--- config.mk ---
export PLATFORM = sky130hd
export DESIGN_NAME = phase_ctrl
export DESIGN_NICKNAME = d
export VERILOG_FILES = /design/src/rtl/hpu_pkg.sv /design/src/rtl/item_cnt.sv /design/src/rtl/phase_ctrl.sv
export SDC_FILE = /design/constraint.sdc
export NUM_CORES = 1
export LEC_CHECK = 0
export CAP_MARGIN = 40
export CORE_ASPECT_RATIO = 0.7
export CORE_MARGIN = 4
export CORE_UTILIZATION = 45
export DETAILED_ROUTE_END_ITERATION = 6
export PLACE_DENSITY = 0.9
export SLEW_MARGIN = 20
export SYNTH_ARGS = -nofsm -noshare
export SYNTH_HDL_FRONTEND = slang
export SYNTH_SLANG_ARGS = --single-unit
--- constraint.sdc ---
create_clock -name clk -period 3.8 [get_ports clk]
set_input_delay 0.95 -clock clk [delete_from_list [all_inputs] [get_ports clk]]
set_output_delay 0.95 -clock clk [all_outputs]
set_load 0.01 [all_outputs]
--- src/rtl/hpu_pkg.sv ---
// hpu_pkg: shared phase-controller state encoding and default widths
package hpu_pkg;
    localparam int ITEM_W_DEF = 16;
    localparam int ADDR_W_DEF = 20;
    typedef enum logic [2:0] {
        S_IDLE,
        S_MATW,
        S_GAP,
        S_RUN,
        S_DRAIN,
        S_DONE
    } state_e;
endpackage

--- src/rtl/item_cnt.sv ---
// item_cnt: item-memory write address counter with terminal-count compare
module item_cnt #(
    parameter int W = 16
) (
    input  logic         clk,
    input  logic         rst,
    input  logic         clr,
    input  logic         inc,
    input  logic [W-1:0] last,
    output logic [W-1:0] cnt,
    output logic         tc
);
    logic [W-1:0] cnt_q, cnt_d;
    always_comb cnt_d = clr ? '0 : (inc ? cnt_q + W'(1) : cnt_q);
    always_ff @(posedge clk or posedge rst) begin
        if (rst) cnt_q <= '0;
        else     cnt_q <= cnt_d;
    end
    assign cnt = cnt_q;
    // Compare happens before the increment, so the all-ones bound stops without wrapping.
    assign tc  = cnt_q == last;
endmodule

--- src/rtl/phase_ctrl.sv ---
// phase_ctrl: sequences item-memory write, compute/stream run and completion signalling
module phase_ctrl
    import hpu_pkg::*;
#(
    parameter int ITEM_W = ITEM_W_DEF,
    parameter int ADDR_W = ADDR_W_DEF
) (
    input  logic              clk,
    input  logic              rst,
    input  logic              start,
    input  logic              abort,
    input  logic              clear,
    input  logic [ITEM_W-1:0] cfg_item_num,
    input  logic [ADDR_W-1:0] cfg_addr_i,
    input  logic [ADDR_W-1:0] cfg_addr_j,
    input  logic              s_fin,
    input  logic              dst_valid,
    input  logic              dst_ready,
    input  logic              dst_last,
    output logic              matw,
    output logic              run,
    output logic [ITEM_W-1:0] mat_a,
    output logic [ADDR_W-1:0] addr_i,
    output logic [ADDR_W-1:0] addr_j,
    output logic              busy,
    output logic              done,
    output logic              irq
);
    state_e state_q, state_d;
    logic [ITEM_W-1:0] item_num_q, item_num_d;
    logic [ADDR_W-1:0] addr_i_q, addr_i_d, addr_j_q, addr_j_d;
    logic matw_q, matw_d, run_q, run_d, busy_q, busy_d, done_q, done_d, irq_q, irq_d;
    logic cnt_clr, cnt_inc, cnt_tc, hs;

    item_cnt #(.W(ITEM_W)) u_item_cnt (
        .clk  (clk),
        .rst  (rst),
        .clr  (cnt_clr),
        .inc  (cnt_inc),
        .last (item_num_q),
        .cnt  (mat_a),
        .tc   (cnt_tc)
    );

    assign hs = dst_valid & dst_ready & dst_last;

    always_comb begin
        state_d    = state_q;
        item_num_d = item_num_q;
        addr_i_d   = addr_i_q;
        addr_j_d   = addr_j_q;
        done_d     = done_q & ~clear;
        cnt_clr    = 1'b0;
        cnt_inc    = 1'b0;
        if (abort) begin
            state_d = S_IDLE;
            done_d  = 1'b0;
            cnt_clr = 1'b1;
        end else begin
            case (state_q)
                S_IDLE, S_DONE: if (start) begin
                    state_d    = S_MATW;
                    item_num_d = cfg_item_num;
                    addr_i_d   = cfg_addr_i;
                    addr_j_d   = cfg_addr_j;
                    done_d     = 1'b0;
                    cnt_clr    = 1'b1;
                end
                S_MATW: begin
                    cnt_clr = cnt_tc;
                    cnt_inc = !cnt_tc;
                    state_d = cnt_tc ? S_GAP : S_MATW;
                end
                S_GAP:   state_d = S_RUN;
                S_RUN:   state_d = s_fin ? (hs ? S_DONE : S_DRAIN) : S_RUN;
                S_DRAIN: state_d = hs ? S_DONE : S_DRAIN;
                default: state_d = S_IDLE;
            endcase
        end
        // Outputs are registered copies of the next-state decode.
        irq_d  = (state_d == S_DONE) && (state_q != S_DONE);
        done_d = done_d | irq_d;
        matw_d = state_d == S_MATW;
        run_d  = state_d inside {S_RUN, S_DRAIN};
        busy_d = !(state_d inside {S_IDLE, S_DONE});
    end

    always_ff @(posedge clk or posedge rst) begin
        if (rst) begin
            state_q    <= S_IDLE;
            item_num_q <= '0;
            addr_i_q   <= '0;
            addr_j_q   <= '0;
            matw_q     <= 1'b0;
            run_q      <= 1'b0;
            busy_q     <= 1'b0;
            done_q     <= 1'b0;
            irq_q      <= 1'b0;
        end else begin
            state_q    <= state_d;
            item_num_q <= item_num_d;
            addr_i_q   <= addr_i_d;
            addr_j_q   <= addr_j_d;
            matw_q     <= matw_d;
            run_q      <= run_d;
            busy_q     <= busy_d;
            done_q     <= done_d;
            irq_q      <= irq_d;
        end
    end

    assign matw   = matw_q;
    assign run    = run_q;
    assign busy   = busy_q;
    assign done   = done_q;
    assign irq    = irq_q;
    assign addr_i = addr_i_q;
    assign addr_j = addr_j_q;
endmodule
==> key figures <==
Place
  – Weighted congestion at the end of routability-driven global placement: 0.8564
  – Detailed Place HPWL: 6.524 mm
  – Port Buffer Count: 125
  – Total cell area at the placement stage: 4901 µm²

Final layout
  – Final antenna diode count: 0
  – Fraction of layout cells with a size suffix above 1: 18.87%
  – Number of nets in the finished design: 471
  – Post-route cell area: 5210 µm²
  – Most common library cell in the layout ignoring fill and taps: clkdlybuf4s50_1
  – Commonest cells after routing, fill and taps aside: clkdlybuf4s50_1 (125), dfrtp_1 (80), mux2_2 (52)
  – Final Core Density: 69.63%
  – Area Growth Syn to Fin: 46.57%

STA
  – Share of the clock period used by the worst path after layout: 72.03%
  – Final setup viols: 0
  – Final clock skew: 0.005639 ns
  – Final hold violations: 0
  – Post-layout min period: 2.737 ns
  – Relative slew slack: 50.36%
  – Slew at the pin with the worst max-slew slack: 0.7438 ns
  – Final setup TNS: 0 ns
  – Setup repair after global routing missed its margin: no
  – Max Fclk: 365.4 MHz
  – Final count of pins violating max slew: 0

Power and ir drop
  – Leakage power total: 2.130 nW
  – Power dissipated by switching net loads: 0.5809 mW
  – Seq pwr share: 42.6%
  – Max rail drop VDD: 325.1 µV
  – Power density relative to cell area: 476.3 nW/µm²
  – Internal: 1.900 mW
  – Logic gate share of total power: 21.2%
  – Overall power consumption: 2.481 mW
  – Share of power burned in the clock network: 36.2%
  – Switching share of power: 23.41%

Logic synthesis
  – Number of enable-type register cells in the synthesized netlist: 0
  – Dominant register cell in the synthesized netlist: dfrtp_1
  – Post-Synthesis Net Count: 345
  – Number of storage elements in the synthesis netlist: 80
  – Warnings from Yosys: 0
  – Synth async-reset ratio: 100.0%
  – Post-synthesis cell type count: 39
  – Synthesized instance count: 279
  – Seq/Total Area, Yosys: 56.32%
  – Avg Synthesized Cell Area: 12.74 µm²
  – Cell area after synthesis: 3555 µm²

CTS
  – Cells resized by post-CTS repair: 0
  – Clock latency on the worst-skew pair: 0.32 ns
  – Clock sink count: 80
  – CTS HTree Levels: 3
  – TritonCTS buffer count: 9
  – TritonCTS clock tree: yes
  – Post-CTS clock slew at the launch and capture registers of the worst setup and hold paths: 0.06 ns
  – Post-CTS Repair Setup Buffers: 0
  – CTS Root Buffer Type: clkbuf_16
  – Maximum buffer depth of the clock tree: 2
  – Hold bufs inserted after CTS: 0

Min path
  – Capture endpoint of the worst hold path: addr_i[18]$_DFFE_PP0P_
  – Hold WC Path Type: flip-flop to flip-flop
  – Launch instance of the worst min-delay path: addr_i[18]$_DFFE_PP0P_
  – Hold Path Stages: 1

Detailed routing
  – Total vias in the final route: 2,659
  – Count of routing violations after the opening detailed-route iteration: 126
  – Number of vias per cell after detailed routing: 5.255
  – Wire per inst: 17.64 µm
  – Antenna Violating Nets Remaining: 0
  – Post-detailed-route DRC marker count: 0
  – First-pass iteration count of the detailed router: 4
  – Total wire length after detailed routing: 8.928 mm

Global route
  – GRT Util Overall: 19.59%
  – Overflow left after global routing: 0
  – Global-route wire length before repair: 14.31 mm
  – Number of global-route vias before repair: 2,799
  – Pin count of the biggest net entering global routing: 44
  – Number of antenna violations at the first check in global routing: 0

Setup path
  – Worst r2r dst: u_item_cnt.cnt[14]$_DFFE_PP0P_
  – CP startpoint kind: primary input
  – Sequence of cells on the critical path: clkdlybuf4s50_1 > nand3_1 > nor2_4 > buf_12 > mux2_2
  – Crit path max fanout: 36
  – Class of the most critical setup path: primary input to flip-flop
  – Worst Path Arrival: 2.94 ns
  – CP Data Required Time: 4.01 ns
  – Startpoint of the worst register-to-register path: u_item_cnt.cnt[3]$_DFFE_PP0P_
  – Family of cells with the greatest summed delay on the critical path: buffers and inverters
  – Peak per-stage delay on the critical path: 0.57 ns
  – Nature of the critical path endpoint: flip-flop
  – Worst path buffer plus inverter count: 2
  – Flop-to-flop setup slack: 1.40 ns
  – Crit path max-delay cell type: clkdlybuf4s50_1
  – Number of cell instances on the worst register-to-register path: 5

Floorplanning
  – Effective utilization at floorplan: 47.51%
  – Die width: 114.2 µm
  – Floorplan row count: 26
  – Ports placed on the boundary: 126
  – Core region area: 7482 µm²
  – Die height: 82.36 µm
  – Die area: 9408 µm²

Status
  – Result of the run: completed

Run
  – Max-cap viol count: 0
Yosys cell counts, types with 2 or more instances:
cell type	n	area [µm²]
dfrtp_1	80	2002
a31oi_1	2	12.51
nand4_1	3	18.77
inv_1	6	22.52
xnor2_1	12	105.1
mux2_2	52	585.6
nor4_1	5	31.28
and3_1	2	12.51
buf_4	5	37.54
nand2b_1	3	18.77
nor2_1	21	78.83
a211oi_1	5	37.54
nand3_1	9	45.04
nor4b_1	6	52.55
xor2_1	17	148.9
nand2_1	9	33.78
mux2_1	4	45.04
buf_2	7	35.03
nor2b_1	3	18.77
a21oi_1	5	25.02
nor3_1	4	20.02
o21ai_0	2	10.01
state kept, by name (all words and copies together), names as in the netlist:
register and flops:
busy 1, item_num_q 16, matw 1, addr_i 20, state_q 3, u_item_cnt.cnt 16, irq 1, run 1
addr_j 20, done 1
final cells by class:
cell class                 count  area, µm²
fill                         538       2272
multi-input combinational    180       1454
clock inverter                 4      70.07
sequential                    80       2002
clock buffer                  10      239.0
inverter                       6      23.77
timing repair buffer         128       1299
tap                           98      122.6
power by group through the flow:
stage / Combinational, mW / Clock (mW) / Sequential [mW]
finish: 0.527 / 0.898 / 1.06
global route: 0.567 / 0.958 / 1.07
CTS: 0.536 / 0.915 / 1.06
detailed placement: 0.534 / 0 / 1.07
global placement: 0.518 / 0 / 1.06
floorplan: 0.190 / 0 / 1.10
stage by stage:
| stage | hold WS (ns) | setup WS (ns) | instances |
|---|---|---|---|
| 6_report | 0.4900 | 1.063 | 506 |
| 5_1_grt | 0.5176 | 0.9757 | 506 |
| 4_1_cts | 0.4905 | 1.061 | 506 |
| 3_5_place_dp | 0.4774 | 0.7306 | 492 |
| 3_3_place_gp | 0.4690 | 0.7832 | 492 |
| 2_1_floorplan | 0.4782 | 0.7983 | 279 |
per-layer routing:
layer / track usage, % / wire length (µm) / up-vias
li1: - / - / 1233
met1: 26.14 / 3909 / 1290
met2: 30.26 / 4034 / 127
met3: 7.866 / 897 / 9
met4: 4.626 / 85 / 0
met5: 0 / 0 / -
cell families (layout without fill, tap and decap cells):
logic type | after synthesis | after routing | synth area share, %
muxes | 57 | 57 | 18.02
AOI/OAI and AO/OA | 20 | 20 | 3.802
and+or+nand+nor | 73 | 73 | 11.37
xor gates and xnor gates | 29 | 29 | 7.145
buffers and inverters | 19 | 148 | 2.992
DFF | 80 | 80 | 56.32
adders and majority gates | 1 | 1 | 0.3519
how the worst max path moves through the flow:
stage,to,startpoint,slack [ns],cells after the start
floorplan,addr_i[0]$_DFFE_PP0P_,rst,0.80,1
global placement,item_num_q[4]$_DFFE_PP0P_,start,0.78,5
detailed placement,addr_j[11]$_DFFE_PP0P_,start,0.73,5
CTS,addr_j[11]$_DFFE_PP0P_,start,1.06,5
global route,addr_j[10]$_DFFE_PP0P_,start,0.98,5
finish,item_num_q[8]$_DFFE_PP0P_,start,1.06,5
(Power assumes the default switching activity.)
